### config.mk
export PLATFORM = sky130hd
export DESIGN_NAME = control_sequencer
export DESIGN_NICKNAME = d
export VERILOG_FILES = /design/src/rtl/cpu_ctrl_pkg.sv /design/src/rtl/ctrl_decode.sv /design/src/rtl/control_sequencer.sv
export SDC_FILE = /design/constraint.sdc
export NUM_CORES = 1
export LEC_CHECK = 0
export CAP_MARGIN = 25
export CORE_ASPECT_RATIO = 1.2
export CORE_MARGIN = 3
export CORE_UTILIZATION = 43
export CTS_BUF_LIST = sky130_fd_sc_hd__clkbuf_4 sky130_fd_sc_hd__clkbuf_8
export DETAILED_ROUTE_END_ITERATION = 16
export PLACE_DENSITY_LB_ADDON = 0.1
export SLEW_MARGIN = 25
export SYNTH_ARGS = -nofsm -noshare
export SYNTH_HDL_FRONTEND = slang
export SYNTH_SLANG_ARGS = --single-unit
### constraint.sdc
create_clock -name clk -period 2.3 [get_ports clk]
set_input_delay 0.345 -clock clk [delete_from_list [all_inputs] [get_ports clk]]
set_output_delay 0.345 -clock clk [all_outputs]
set_load 0.005 [all_outputs]
### src/rtl/cpu_ctrl_pkg.sv
// Shared definitions for the CPU control path: opcodes, sequencer states,
// instruction classes and the ALU operand/operation encodings.
package cpu_ctrl_pkg;

    localparam logic [3:0] OP_NOP = 4'h0;
    localparam logic [3:0] OP_LDA = 4'h1;
    localparam logic [3:0] OP_STA = 4'h2;
    localparam logic [3:0] OP_ADD = 4'h3;
    localparam logic [3:0] OP_SUB = 4'h4;
    localparam logic [3:0] OP_LDI = 4'h5;
    localparam logic [3:0] OP_JMP = 4'h6;
    localparam logic [3:0] OP_MVG = 4'h7;
    localparam logic [3:0] OP_RDF = 4'h8;
    localparam logic [3:0] OP_RDG = 4'h9;
    localparam logic [3:0] OP_HLT = 4'hF;

    localparam logic [1:0] SEL_AR = 2'b00;
    localparam logic [1:0] SEL_DR = 2'b01;
    localparam logic [1:0] SEL_GR = 2'b10;
    localparam logic [1:0] SEL_PR = 2'b11;

    localparam logic ALU_ADD = 1'b0;
    localparam logic ALU_SUB = 1'b1;

    typedef enum logic [3:0] {
        StFetch,
        StDecode,
        StOpnd,
        StMemRd,
        StMemWr,
        StAlu1,
        StAlu2,
        StXfer,
        StJump,
        StHalt
    } state_e;

    typedef enum logic [3:0] {
        ClsNop,
        ClsLda,
        ClsSta,
        ClsAdd,
        ClsSub,
        ClsLdi,
        ClsJmp,
        ClsMvg,
        ClsRdf,
        ClsRdg,
        ClsHlt
    } iclass_e;

    // States that own a memory access and therefore wait on mem_ready.
    function automatic logic is_bus_state(state_e s);
        return (s == StFetch) || (s == StOpnd) || (s == StMemRd) || (s == StMemWr);
    endfunction

endpackage

### src/rtl/ctrl_decode.sv
// Combinational opcode decode: instruction class, operand fields and an
// illegal-opcode flag (illegal opcodes decode as NOP).
module ctrl_decode
    import cpu_ctrl_pkg::*;
(
    input  logic [7:0] machine_code,
    output iclass_e    iclass,
    output logic [1:0] sel_a,
    output logic [1:0] sel_b,
    output logic       alu_op,
    output logic       gr_msb,
    output logic       illegal
);

    logic [3:0] opcode;

    assign opcode = machine_code[7:4];
    assign sel_a  = machine_code[3:2];
    assign sel_b  = machine_code[1:0];
    assign gr_msb = machine_code[0];
    assign alu_op = (opcode == OP_SUB) ? ALU_SUB : ALU_ADD;

    always_comb begin
        iclass  = ClsNop;
        illegal = 1'b0;
        case (opcode)
            OP_NOP:  iclass = ClsNop;
            OP_LDA:  iclass = ClsLda;
            OP_STA:  iclass = ClsSta;
            OP_ADD:  iclass = ClsAdd;
            OP_SUB:  iclass = ClsSub;
            OP_LDI:  iclass = ClsLdi;
            OP_JMP:  iclass = ClsJmp;
            OP_MVG:  iclass = ClsMvg;
            OP_RDF:  iclass = ClsRdf;
            OP_RDG:  iclass = ClsRdg;
            OP_HLT:  iclass = ClsHlt;
            default: illegal = 1'b1;
        endcase
    end

endmodule

### src/rtl/control_sequencer.sv
// Fetch/decode/execute sequencer for the 8-bit CPU: state register, per-access
// memory wait counter with timeout, and Moore strobe decode for the datapath.
module control_sequencer
    import cpu_ctrl_pkg::*;
#(
    parameter int unsigned WAIT_MAX = 15
) (
    input  logic       clk,
    input  logic       rst,
    input  logic [7:0] machine_code,
    input  logic       mem_ready,
    output logic       mem_rd,
    output logic       mem_wr,
    output logic       pr_on_add,
    output logic       ar_on_add,
    output logic       pr_on_data,
    output logic       ir_on_data,
    output logic       ar_on_data,
    output logic       dr_on_data,
    output logic       gr_on_data,
    output logic       alu_2_data,
    output logic       load_FR_On_data,
    output logic       data_on_ir,
    output logic       data_on_ar,
    output logic       data_on_dr,
    output logic       lsb_on_gr,
    output logic       msb_on_gr,
    output logic       ar_on_pr,
    output logic       increment_pr,
    output logic       ALU_sel,
    output logic       ALU_cin,
    output logic [1:0] add_sel_a,
    output logic [1:0] add_sel_b,
    output logic       halted,
    output logic       illegal_op,
    output logic       bus_timeout
);

    localparam int unsigned WaitW = (WAIT_MAX > 1) ? $clog2(WAIT_MAX) : 1;

    state_e           state_q, state_d;
    logic [WaitW-1:0] wait_q, wait_d;
    logic             timeout_q, timeout_d;

    iclass_e    iclass;
    logic [1:0] sel_a;
    logic [1:0] sel_b;
    logic       alu_op;
    logic       gr_msb;
    logic       illegal;

    ctrl_decode u_decode (
        .machine_code(machine_code),
        .iclass      (iclass),
        .sel_a       (sel_a),
        .sel_b       (sel_b),
        .alu_op      (alu_op),
        .gr_msb      (gr_msb),
        .illegal     (illegal)
    );

    always_ff @(posedge clk) begin
        if (rst) begin
            state_q   <= StFetch;
            wait_q    <= '0;
            timeout_q <= 1'b0;
        end else begin
            state_q   <= state_d;
            wait_q    <= wait_d;
            timeout_q <= timeout_d;
        end
    end

    always_comb begin
        state_d   = state_q;
        wait_d    = '0;
        timeout_d = timeout_q;
        unique case (state_q)
            StFetch: if (mem_ready) state_d = StDecode;
            StDecode: begin
                case (iclass)
                    ClsLda, ClsSta, ClsLdi, ClsJmp: state_d = StOpnd;
                    ClsAdd, ClsSub:                 state_d = StAlu1;
                    ClsMvg, ClsRdf, ClsRdg:         state_d = StXfer;
                    ClsHlt:                         state_d = StHalt;
                    default:                        state_d = StFetch;
                endcase
            end
            StOpnd: begin
                if (mem_ready) begin
                    case (iclass)
                        ClsLda:  state_d = StMemRd;
                        ClsSta:  state_d = StMemWr;
                        ClsJmp:  state_d = StJump;
                        default: state_d = StFetch;
                    endcase
                end
            end
            StMemRd, StMemWr: if (mem_ready) state_d = StFetch;
            StAlu1:                  state_d = StAlu2;
            StAlu2, StXfer, StJump:  state_d = StFetch;
            StHalt:                  state_d = StHalt;
            default:                 state_d = StFetch;
        endcase

        // Stall cycles count up; wait_d defaults to zero so leaving the state clears it.
        if (is_bus_state(state_q) && !mem_ready) begin
            if (wait_q == WaitW'(WAIT_MAX - 1)) begin
                timeout_d = 1'b1;
                state_d   = StHalt;
            end else begin
                wait_d = wait_q + WaitW'(1);
            end
        end
    end

    assign bus_timeout = timeout_q & ~rst;

    // Reset gates every strobe so an abandoned instruction never touches the datapath.
    always_comb begin
        mem_rd          = 1'b0;
        mem_wr          = 1'b0;
        pr_on_add       = 1'b0;
        ar_on_add       = 1'b0;
        pr_on_data      = 1'b0;
        ir_on_data      = 1'b0;
        ar_on_data      = 1'b0;
        dr_on_data      = 1'b0;
        gr_on_data      = 1'b0;
        alu_2_data      = 1'b0;
        load_FR_On_data = 1'b0;
        data_on_ir      = 1'b0;
        data_on_ar      = 1'b0;
        data_on_dr      = 1'b0;
        lsb_on_gr       = 1'b0;
        msb_on_gr       = 1'b0;
        ar_on_pr        = 1'b0;
        increment_pr    = 1'b0;
        ALU_sel         = 1'b0;
        ALU_cin         = 1'b0;
        add_sel_a       = 2'b00;
        add_sel_b       = 2'b00;
        halted          = 1'b0;
        illegal_op      = 1'b0;
        if (!rst) begin
            unique case (state_q)
                StFetch: begin
                    pr_on_add    = 1'b1;
                    mem_rd       = 1'b1;
                    data_on_ir   = mem_ready;
                    increment_pr = mem_ready;
                end
                StDecode: illegal_op = illegal;
                StOpnd: begin
                    pr_on_add    = 1'b1;
                    mem_rd       = 1'b1;
                    increment_pr = mem_ready;
                    if (iclass == ClsLdi) data_on_dr = mem_ready;
                    else                  data_on_ar = mem_ready;
                end
                StMemRd: begin
                    ar_on_add  = 1'b1;
                    mem_rd     = 1'b1;
                    data_on_dr = mem_ready;
                end
                StMemWr: begin
                    ar_on_add  = 1'b1;
                    dr_on_data = 1'b1;
                    mem_wr     = 1'b1;
                end
                StAlu1, StAlu2: begin
                    add_sel_a  = sel_a;
                    add_sel_b  = sel_b;
                    ALU_sel    = alu_op;
                    ALU_cin    = (alu_op == ALU_SUB);
                    alu_2_data = (state_q == StAlu2);
                    data_on_dr = (state_q == StAlu2);
                end
                StXfer: begin
                    case (iclass)
                        ClsMvg: begin
                            dr_on_data = 1'b1;
                            lsb_on_gr  = ~gr_msb;
                            msb_on_gr  = gr_msb;
                        end
                        ClsRdf: begin
                            load_FR_On_data = 1'b1;
                            data_on_dr      = 1'b1;
                        end
                        ClsRdg: begin
                            gr_on_data = 1'b1;
                            data_on_dr = 1'b1;
                        end
                        default: ;
                    endcase
                end
                StJump:  ar_on_pr = 1'b1;
                StHalt:  halted   = 1'b1;
                default: ;
            endcase
        end
    end

endmodule

### Word-level counts from Yosys, hierarchy flattened

Memories as Yosys holds them, arrays and structs flattened.
Index checks and enable logic that the tools add are counted.

| storage, ports and cells | value |
|---|---|
| memories kept | 1 |
| output and inout bits | 27 |
| flip-flop bits (word level) | 9 |
| bits in latches | 0 |
| RAM bits | 0 |
| memory bits (read-only) | 64 |

| cells by class | value |
|---|---|
| eq/ne operators | 27 |
| order comparisons | 0 |
| div/mod/pow operators | 0 |
| bitwise logic cells | 4 |
| multipliers | 0 |
| add/subtract/negate cells | 1 |
| muxes and demuxes | 58 |
| reductions and logical operators | 15 |
| shift-type cells | 0 |

Memories:

| memory | words | bits a word | rd ports | clocked after memory_dff | wr ports | RTL line | source |
|---|---|---|---|---|---|---|---|
| (no name shown) | 16 | 4 | 1 | 0 | 0 | control_sequencer.sv:81 | `case (iclass)` |

Operators by type and width:

| operator | count |
|---|---|
| equality test 4 x 3 -> 1 bit (second input constant) | 11 |
| two-way mux 1 bit | 44 |
| case mux 4 bit (10 select lines) | 1 |
| equality test 4 bit (second input constant) | 8 |
| case mux 4 bit (6 select lines) | 1 |
| equality test 4 x 2 -> 1 bit (second input constant) | 5 |
| two-way mux 4 bit | 5 |
| equality test 4 x 1 -> 1 bit (second input constant) | 3 |
| case mux 4 bit (3 select lines) | 1 |
| OR reduction 11 bit | 1 |
| logical NOT 4 bit | 2 |
| two-way mux 2 bit | 4 |
| OR reduction 2 bit | 4 |
| OR reduction 3 bit | 2 |
| adder 4 x 1 -> 4 bit (second input constant) | 1 |
| case mux 1 bit (4 select lines) | 1 |
| logical OR 1 bit | 3 |
| inverter 1 bit | 3 |
| case mux 1 bit (2 select lines) | 1 |
| AND reduction 2 bit | 1 |
| bitwise AND 1 bit | 1 |
| logical AND 1 bit | 1 |
| logical NOT 1 bit | 1 |

### Logic depth before layout (Yosys ltp)

Gate-level depths: netlist of the first run.

| depth | value |
|---|---|
| depth in word-level cells | 8 |
| gate-level depth with buffers | 10 |
| mapped depth without buffers | 9 |

### Hierarchy

From an unflattened synthesis of the first run, not the netlist that was laid out.

| unflattened totals | value |
|---|---|
| cell total of the unflattened synthesis | 144 |
| area total of the unflattened synthesis | 1032.2 um^2 |

Modules (own cells, without submodules):

| module | times used | sequential area each (um^2) | cells an instance | area each (um^2) |
|---|---|---|---|---|
| control_sequencer | 1 | 180.2 | 129 | 929.6 |
| ctrl_decode | 1 | 0.0 | 15 | 102.6 |

### Worst setup path before layout of the first run

OpenSTA, ideal clock, no wires.

| timing | value |
|---|---|
| path kind | input-to-output |
| from | input port rst |
| to | output port ALU_sel |
| stages on the path | 5 |
| slack | 0.504 ns |
| arrival time | 1.451 ns |
| required time | 1.955 ns |
| cell sequence | buf_2 > or3b_2 > a21oi_2 > and3_1 > buf_4 |

| on the way | value |
|---|---|
| word-level cells in the longest chain between the ends | 1 |

RTL lines:

| what | RTL line | source |
|---|---|---|
| start: declaration | control_sequencer.sv:9 | `input logic rst,` |
| two-way mux 1 bit | - |  |
| end: declaration | control_sequencer.sv:30 | `output logic ALU_sel,` |

No other way between the ends.

### Final worst setup path of the first run

| timing | value |
|---|---|
| from | input port machine_code[7] |
| to | output port data_on_dr |

| on the way | value |
|---|---|
| word-level cells in the longest chain between the ends | 7 |
| elaborated cells between the ends (all ways) | 19 |
| classes of those cells | 13 x eq/ne; 5 x mux; 1 x reduce/logical |

RTL lines:

| what | RTL line | source |
|---|---|---|
| start: declaration | control_sequencer.sv:10 | `input logic [7:0] machine_code,` |
| equality test 4 bit (tied with other cells) | ctrl_decode.sv:26 | `case (opcode)` |
| case mux 4 bit (10 select lines) * | ctrl_decode.sv:26 |  |
| equality test 4 bit | control_sequencer.sv:180 | `case (iclass)` |
| OR reduction 2 bit (no source line) | - |  |
| two-way mux 1 bit | control_sequencer.sv:180 |  |
| case mux 1 bit (4 select lines) * | control_sequencer.sv:146 | `unique case (state_q)` |
| two-way mux 1 bit * | control_sequencer.sv:145 | `if (!rst) begin` |
| end: declaration | control_sequencer.sv:25 | `output logic data_on_dr,` |

Every way passes the cells marked *; elsewhere a longest branch is shown, timed or not.

==> results of run 1 <==
timing repair:
action | 4_1_cts | 5_1_grt
pin swaps | 2 | 3
setup buffers | 3 | 4
hold endpoints to repair | 0 | 0
gates resized for setup | 30 | 9
setup endpoints to repair | 16 | 10
cell usage in the layout (no fill, tap or decap), types with 6 or more instances in the layout:
cell,n
inv_1,10
clkdlybuf4s50_1,14
ha_1,6
dfxtp_1,7
nor3_1,6
nand2_1,12
a21oi_1,8
nor2_1,16
dlygate4sd2_1,15
buf_4,29
layout make-up:
type | instances | area (µm²) | share of cell area
Multi-Input combinational cell | 118 | 831 | 0.489
Timing Repair Buffer | 66 | 581 | 0.341
Sequential cell | 9 | 185 | 0.109
Tap cell | 31 | 38.8 | 0.0228
Inverter | 10 | 37.5 | 0.0221
Clock buffer | 3 | 22.5 | 0.0132
Clock inverter | 1 | 5.00 | 0.00294
kinds of logic (layout without fill, tap and decap cells):
family | count (synthesis) | in the layout | synth area share
AO/OA/AOI/OAI | 33 | 33 | 0.241
XOR/XNOR | 2 | 2 | 0.0165
adder cells (fa/ha/maj) | 7 | 7 | 0.0824
buffers and inverters | 22 | 80 | 0.107
flip-flops | 9 | 9 | 0.170
other | 1 | 3 | 0.00353
AND/OR/NAND/NOR | 73 | 73 | 0.379
per-layer routing:
layer	vias up	wire length [µm]	part of all wire
met5	-	0	0
met4	0	73	0.023
met3	7	160	0.050
met2	38	1610	0.50
met1	573	1350	0.42
li1	636	-	-
worst max-delay path, cell delays in order:
cell and delay [ps]:
dlygate4sd2_1 290, o21ai_0 110, and2_4 200, inv_1 90
ha_1 190, o21ai_0 90, a311oi_1 300, dlygate4sd2_1 280
worst paths after layout:
check                                           start                    end  slack, ps  cells after the start
worst min register to register   wait_q[0]$_SDFF_PP0_   wait_q[0]$_SDFF_PP0_        470                      1
worst min-delay path             wait_q[0]$_SDFF_PP0_   wait_q[0]$_SDFF_PP0_        470                      1
worst max-delay path                  machine_code[7]             data_on_dr         60                      8
worst max register to register  state_q[1]$_SDFF_PP0_  state_q[2]$_SDFF_PP0_        780                      4
metrics by stage:
step | power [mW] | worst slack, ps | setup TNS (ps) | util | cells
3_5_place_dp | 0.600 | -528 | -3920 | 0.670 | 227
2_1_floorplan | 0.432 | 504 | 0 | - | 149
6_report | 0.764 | 58.5 | 0 | 0.730 | 238
4_1_cts | 0.747 | -18.0 | -35.2 | 0.705 | 234
3_3_place_gp | 0.590 | -505 | -3250 | 0.670 | 227
5_1_grt | 0.818 | -3.58 | -3.58 | 0.730 | 238
sequential cells by signal (all words and copies together), names as in the netlist:
name,cells
wait_q,4
timeout_q,1
state_q,4
synthesized netlist by cell type (all sizes together), types with 2 or more instances:
cell type and number:
o21ai 6, nand4 2, a221o 2, nor4 2
nor3b 2, nand2b 6, a211oi 5, nor3 6
dfxtp 9, ha 7, or3b 3, clkbuf 2
and3 5, nor2b 4, nor2 17, o2bb2ai 2
inv 10, nand2 12, a21oi 9, nand3 5
and2 6, buf 10
power by group through the flow:
stage | Combinational, mW | Clock, mW | Sequential (mW)
2_1_floorplan | 0.235 | 0 | 0.197
3_3_place_gp | 0.380 | 0 | 0.210
3_5_place_dp | 0.388 | 0 | 0.211
4_1_cts | 0.406 | 0.131 | 0.211
5_1_grt | 0.466 | 0.134 | 0.218
6_report | 0.427 | 0.122 | 0.215
==> results.json, run 1 <==
{
  "clock_path_buffers": 2,
  "postLayoutCellArea_um2": 1700,
  "cts_buffers": 3,
  "slew_violations": 0,
  "cts.sinks": 9,
  "gp_congestion": 0.895,
  "grtUsageMet3": 0.0270,
  "die_area_um2": 3110,
  "ys_warn_count": 0,
  "cp-end-kind": "output port",
  "hold_class": "reg2reg",
  "p_per_area_nw_per_um2": 449,
  "final_nets": 226,
  "status": "finished, final reports clean",
  "synth_area_leaders": "dfxtp_1 (17%), ha_1 (8.2%), nor2_1 (6.0%), nand2_1 (4.2%), a21oi_1 (3.8%)",
  "post_dp_cell_area_um2": 1560,
  "clkLatencyLatePin_ps": 270,
  "setup_violations": 0,
  "drc": 0,
  "postCtsHoldBufs": 0,
  "die_h_um": 60.4,
  "pwr-share-clk": 0.160,
  "rows": 19,
  "p_sw_mw": 0.298,
  "synth_enable_flop_cells": 0,
  "synth_top_cell_area_share": 0.170,
  "critPathLaunchType": "input pin",
  "switching_share": 0.390,
  "period_share": 0.975,
  "vias": 1254,
  "met1_usage": 0.245,
  "whs_ps": 468,
  "synth-seq-cells": 9,
  "critical_path_arrival_ps": 1900,
  "grt_pass1_wl_mm": 5.19,
  "cap_viol_max_count": 0,
  "drive_gt1_frac": 0.256,
  "viasPerCell": 5.27,
  "start_util": 0.456,
  "antenna_found_initial": 0,
  "firstDrtPassIters": 4,
  "drt_iter0_markers": 27,
  "portBuffers": 34,
  "synthArstFlopShare": 0,
  "syn2layout_area_growth_pct": 60.1,
  "p_int_mw": 0.466,
  "finalCriticalPeriod_ps": 2240,
  "grtUsageTotal": 0.213,
  "syn_area_per_cell_um2": 7.23,
  "dp_hpwl_mm": 2.46,
  "ios": 38,
  "leakagePower_nw": 0.815,
  "use_met2": 0.393,
  "synth_top_area_cell": "dfxtp_1",
  "cts_tree": "done",
  "grt_pass1_vias": 1179,
  "postSynthCellCount": 147,
  "hold_viol": 0,
  "cts_htree_levels": 1,
  "grt_max_degree": 16,
  "cp_max_fo": 5,
  "fp.coreArea_um2": 2330,
  "clk_pin_slew_ps": 60,
  "ys.flop_type": "dfxtp_1",
  "die_w_um": 51.4,
  "cts_root_buf": "clkbuf_4",
  "p_seq_frac": 0.281,
  "cp.required_ps": 1960,
  "vdd_drop_max_uv": 379,
  "path_class": "in2out",
  "synth_cell_types": 43,
  "wirelength_mm": 3.20,
  "synthesis.area_um2": 1060,
  "antenna-diode-count": 0,
  "grt_busiest_layer": "met2",
  "detail_route.wl_per_cell_um": 13.4,
  "grt_overflow_total": 0,
  "antenna_left": 0,
  "fmax_mhz": 446,
  "p_comb_frac": 0.559,
  "n_fill_cell": 211,
  "clock_skew_ps": 9.74,
  "seq_area_frac_synth": 0.170
}
(Power assumes the default switching activity.)
==> run 2: changes to the inputs <==
--- a/config.mk
+++ b/config.mk
@@ -7,10 +7,11 @@
 export LEC_CHECK = 0
 export CAP_MARGIN = 25
 export CORE_ASPECT_RATIO = 1.2
-export CORE_MARGIN = 3
+export CORE_MARGIN = 2
 export CORE_UTILIZATION = 43
 export CTS_BUF_LIST = sky130_fd_sc_hd__clkbuf_4 sky130_fd_sc_hd__clkbuf_8
 export DETAILED_ROUTE_END_ITERATION = 16
+export GPL_ROUTABILITY_DRIVEN = 1
 export PLACE_DENSITY_LB_ADDON = 0.1
 export SLEW_MARGIN = 25
 export SYNTH_ARGS = -nofsm -noshare
==> run 2 against run 1 <==
First-iteration DRC count down 37%. Register-to-register slack lost 50 ps. Global-route usage grew 0.64 points. Cell count decreased by 3.4%. Utilization is 2.5 points lower. Largest power group unchanged.
==> results.json, run 2 (synthesis results as in run 1) <==
{
  "crit_chain": "or3b_4 -> a21oi_4 -> and3_4 -> clkdlybuf4s50_1",
  "max_stage_delay_ps": 490,
  "cts_buffers": 3,
  "cts_htree_levels": 1,
  "r2r_slack_ps": 730,
  "grt_max_degree": 16,
  "wirelength_mm": 3.01,
  "vias": 1216,
  "cp-end-kind": "output port",
  "fp.coreArea_um2": 2310,
  "hold_viol": 0,
  "antenna-diode-count": 0,
  "drc": 0,
  "postLayoutCellArea_um2": 1630,
  "antenna_found_initial": 0,
  "layout_common_cells": "clkdlybuf4s50_1 (24), buf_4 (24), nor2_1 (16)",
  "cp.required_ps": 1960,
  "ios": 38,
  "die_w_um": 49.4,
  "path_class": "reg2out",
  "fmax_mhz": 449,
  "dpl_worst_slack_ps": -380,
  "vdd_drop_max_uv": 416,
  "status": "finished, final reports clean",
  "grt_overflow_total": 0,
  "drt_iter0_markers": 17,
  "setup_violations": 0,
  "drive_gt1_frac": 0.236,
  "critPathLaunchType": "flop",
  "period_share": 0.968,
  "slew_violations": 0,
  "p_per_area_nw_per_um2": 459,
  "cts_tree": "done",
  "post_dp_cell_area_um2": 1550,
  "final_nets": 218,
  "grt_pass1_wl_mm": 5.12,
  "clk_pin_slew_ps": 70,
  "start_util": 0.461,
  "worstReg2RegEnd": "state_q[0]$_SDFF_PP0_",
  "cap_viol_max_count": 0,
  "cp_slowest_cell": "clkdlybuf4s50_1",
  "viasPerCell": 5.29,
  "syn2layout_area_growth_pct": 53.0,
  "cp_max_fo": 5,
  "largestRegisters": "state_q (4), wait_q (4), timeout_q (1)",
  "antenna_left": 0,
  "die_h_um": 58.4,
  "cts.sinks": 9,
  "rr_worst_depth": 5,
  "r2r-start": "state_q[1]$_SDFF_PP0_",
  "cts_root_buf": "clkbuf_4",
  "clkLatencyLatePin_ps": 270,
  "fin_util": 0.705,
  "finalCriticalPeriod_ps": 2230,
  "grt_setup_unrepaired": "no",
  "clock_path_buffers": 2,
  "total_power_mw": 0.746,
  "min_from": "wait_q[0]$_SDFF_PP0_",
  "critical_path_arrival_ps": 1880,
  "gp_congestion": 0.859,
  "hold_class": "reg2reg",
  "rows": 19,
  "whs_path_depth": 1,
  "hold_path_end": "wait_q[0]$_SDFF_PP0_",
  "firstDrtPassIters": 4,
  "leakagePower_nw": 0.703,
  "grt_pass1_vias": 1179,
  "portBuffers": 34,
  "clock_skew_ps": 5.91,
  "setup_slack_ps": 72.5,
  "dp_hpwl_mm": 2.46,
  "detail_route.wl_per_cell_um": 13.1,
  "grtUsageTotal": 0.220,
  "die_area_um2": 2890
}
## run 2: cell types whose count changed in the layout (fill, tap and decap cells not counted), sizes merged
cell	before	now
clkdlybuf4s50	14	24
dlygate4sd2	15	5
buf	32	24
dlymetal6s2s	3	1
clkbuf	3	4
clkdlybuf4s15	2	3
## run 2: worst max-delay path: cells and delay by family, from the launching register on
family,cells,cell delay [ps]
buffers and inverters,1,490
AOI/OAI and AO/OA,1,180
DFF,1,310
and+or+nand+nor,2,640
## run 2: power by group
group	internal (mW)	switching, mW	leakage, nW
registers	0.179	0.0360	0.0747
clock network	0.0644	0.0616	0.0177
logic	0.211	0.194	0.611
total	0.454	0.292	0.703
## run 2: cell type report
type | count | area (µm²)
Sequential cell | 9 | 186
Fill cell | 208 | 681
Clock buffer | 3 | 22.5
Tap cell | 31 | 38.8
Clock inverter | 1 | 5.00
Timing Repair Buffer | 58 | 512
Inverter | 10 | 37.5
Multi-Input combinational cell | 118 | 823
## run 2: metal layers
| metal | track usage | wire [µm] | vias up |
|---|---|---|---|
| met5 | 0 | 0 | - |
| met4 | 0.0675 | 55 | 0 |
| met3 | 0.0279 | 125 | 5 |
| met2 | 0.419 | 1570 | 31 |
| met1 | 0.255 | 1260 | 568 |
| li1 | - | - | 612 |
## run 2: worst max-delay path by stage
| stage | start | to | slack (ps) | cells after the start |
|---|---|---|---|---|
| final | state_q[3]$_SDFF_PP0_ | ALU_sel | 70 | 4 |
| after global routing | state_q[1]$_SDFF_PP0_ | illegal_op | 0.2 | 4 |
| after CTS | state_q[1]$_SDFF_PP0_ | illegal_op | 4 | 4 |
| after detailed placement | machine_code[5] | data_on_dr | -380 | 8 |
| after global placement | machine_code[5] | data_on_dr | -410 | 7 |
| after floorplan | rst | ALU_sel | 500 | 5 |
## run 2: timing repair
| item | 4_1_cts | 5_1_grt |
|---|---|---|
| hold buffers | 0 | 0 |
| gates resized for setup | 19 | 11 |
| gates cloned | 0 | 0 |
| endpoints found under the setup margin | 16 | 6 |
| buffers inserted | 0 | 1 |
| pin swaps | 0 | 1 |
## run 2: metrics by stage
stage	hold WS, ps	setup TNS, ps	std cells
detailed placement	469	-3260	225
CTS	485	0	229
floorplan	430	0	149
finish	477	0	230
global route	497	0	230
global placement	447	-3020	225
==> RTL edit: new RTL, config.mk and constraints of run 1 <==
Reset style: asynchronous (`rst`), changed in one clocked block.
--- a/src/rtl/control_sequencer.sv
+++ b/src/rtl/control_sequencer.sv
@@ -61,3 +61,3 @@
 
-    always_ff @(posedge clk) begin
+    always_ff @(posedge clk or posedge rst) begin
         if (rst) begin
Check against the original RTL: same outputs for any inputs over 10 cycles, from zero or initial values and one cycle with rst high; that may be too few to reach the edited logic, so the function may still have changed.
==> RTL edit against run 1 <==
Sequential cell count did not move. Routed wire length rose by 8.7%. Sequential power rose by 9.8%. Critical path type unchanged. Power rose by 29%. Cell area rose by 2.8%. Worst setup slack got worse by 0.018 ns. Synthesized area rose by 1.8%.
==> RTL edit: results (changes against run 1) <==
Among all stages on the critical path, the largest delay is contributed by sky130_fd_sc_hd__clkdlybuf4s50_1. The total sequential power came out at 236 uW (+9.8%). The logic depth of the worst register-to-register path is 6 (+2). The fraction of layout cells with a size suffix above 1 came out at 29.3% (+3.7 points). The power attributed to the clock group is 134 uW (+9.8%). The run gives 984 uW (+29%) as the total chip power. The run gives 205 um (+28%) as the amount of wire on met3 after detailed routing.

The number of DRC markers in iteration 0 is 65 (+140%), and the overall track demand over capacity in global routing is 23.0% (+1.7 points). Wire length after detailed routing: 3470 um (+8.7%). The met3 capacity usage during global routing came out at 3.19% (+0.49 points). By count the netlist is led by sky130_fd_sc_hd__nor2_1 (14), sky130_fd_sc_hd__nand2_1 (11), sky130_fd_sc_hd__dfrtp_1 (9), sky130_fd_sc_hd__nor2b_1 (9), sky130_fd_sc_hd__inv_1 (8). The pin count of the biggest net entering global routing came out at 15 (-1). Reg-to-reg endpoint: wait_q[3]. The delay of the slowest cell on the worst path is 0.49 ns (+0.19 ns), and the via count of the first global-routing pass is 1267 (+7.5%). The tools report the startpoint of the tightest hold check path as timeout_q. The flow ran to the end, and the final reports show no timing, DRC or antenna violations. The largest driver fanout on the critical path was 3 (-2); the proportion of register bits with asynchronous set or reset after synthesis was 100% (+100 points). The logs give 0.51 ns (-0.27 ns) for the worst-case register-to-register setup slack and 579 uW (+24%) for the internal power of the cells. The logs give 228 (+0.44%) for the number of placed cells counting well taps and 5580 um (+7.6%) for the global-route wire length before repair. The static leakage power is 0.000895 uW (+9.7%), and the via count of the routed design is 1296 (+3.3%). Summed over all instances, the cell type with the most area after synthesis is sky130_fd_sc_hd__dfrtp_1. Setup clock skew after layout: 0.00397 ns (-0.00577 ns).
-- RTL edit: how the worst max path moves through the flow --
stage,start,end,slack (ns)
floorplan,machine_code[7],data_on_dr,0.36
global placement,machine_code[7],data_on_dr,-0.39
detailed placement,machine_code[7],data_on_dr,-0.46
CTS,rst,gr_on_data,0.002
global route,rst,add_sel_a[1],-0.01
finish,rst,add_sel_b[1],0.04
-- RTL edit: area by class of cell --
class / instances / area [sq um]
Sequential cell: 9 / 226
Inverter: 8 / 30.0
Clock buffer: 4 / 30.0
Multi-Input combinational cell: 117 / 848
Fill cell: 183 / 606
Timing Repair Buffer: 67 / 574
Tap cell: 31 / 38.8
-- RTL edit: repair_timing --
action	CTS	global route
gates resized for setup	26	16
setup endpoints to repair	15	14
pin swaps	2	5
setup buffers	2	2
-- RTL edit: logic make-up after synthesis --
family          share of synthesized area, %
simple gates                            38.5
compound gates                          20.7
buf+inv                                 9.03
flops                                   20.8
fa+ha+maj                               8.10
xor+xnor                                2.43
other cells                            0.347
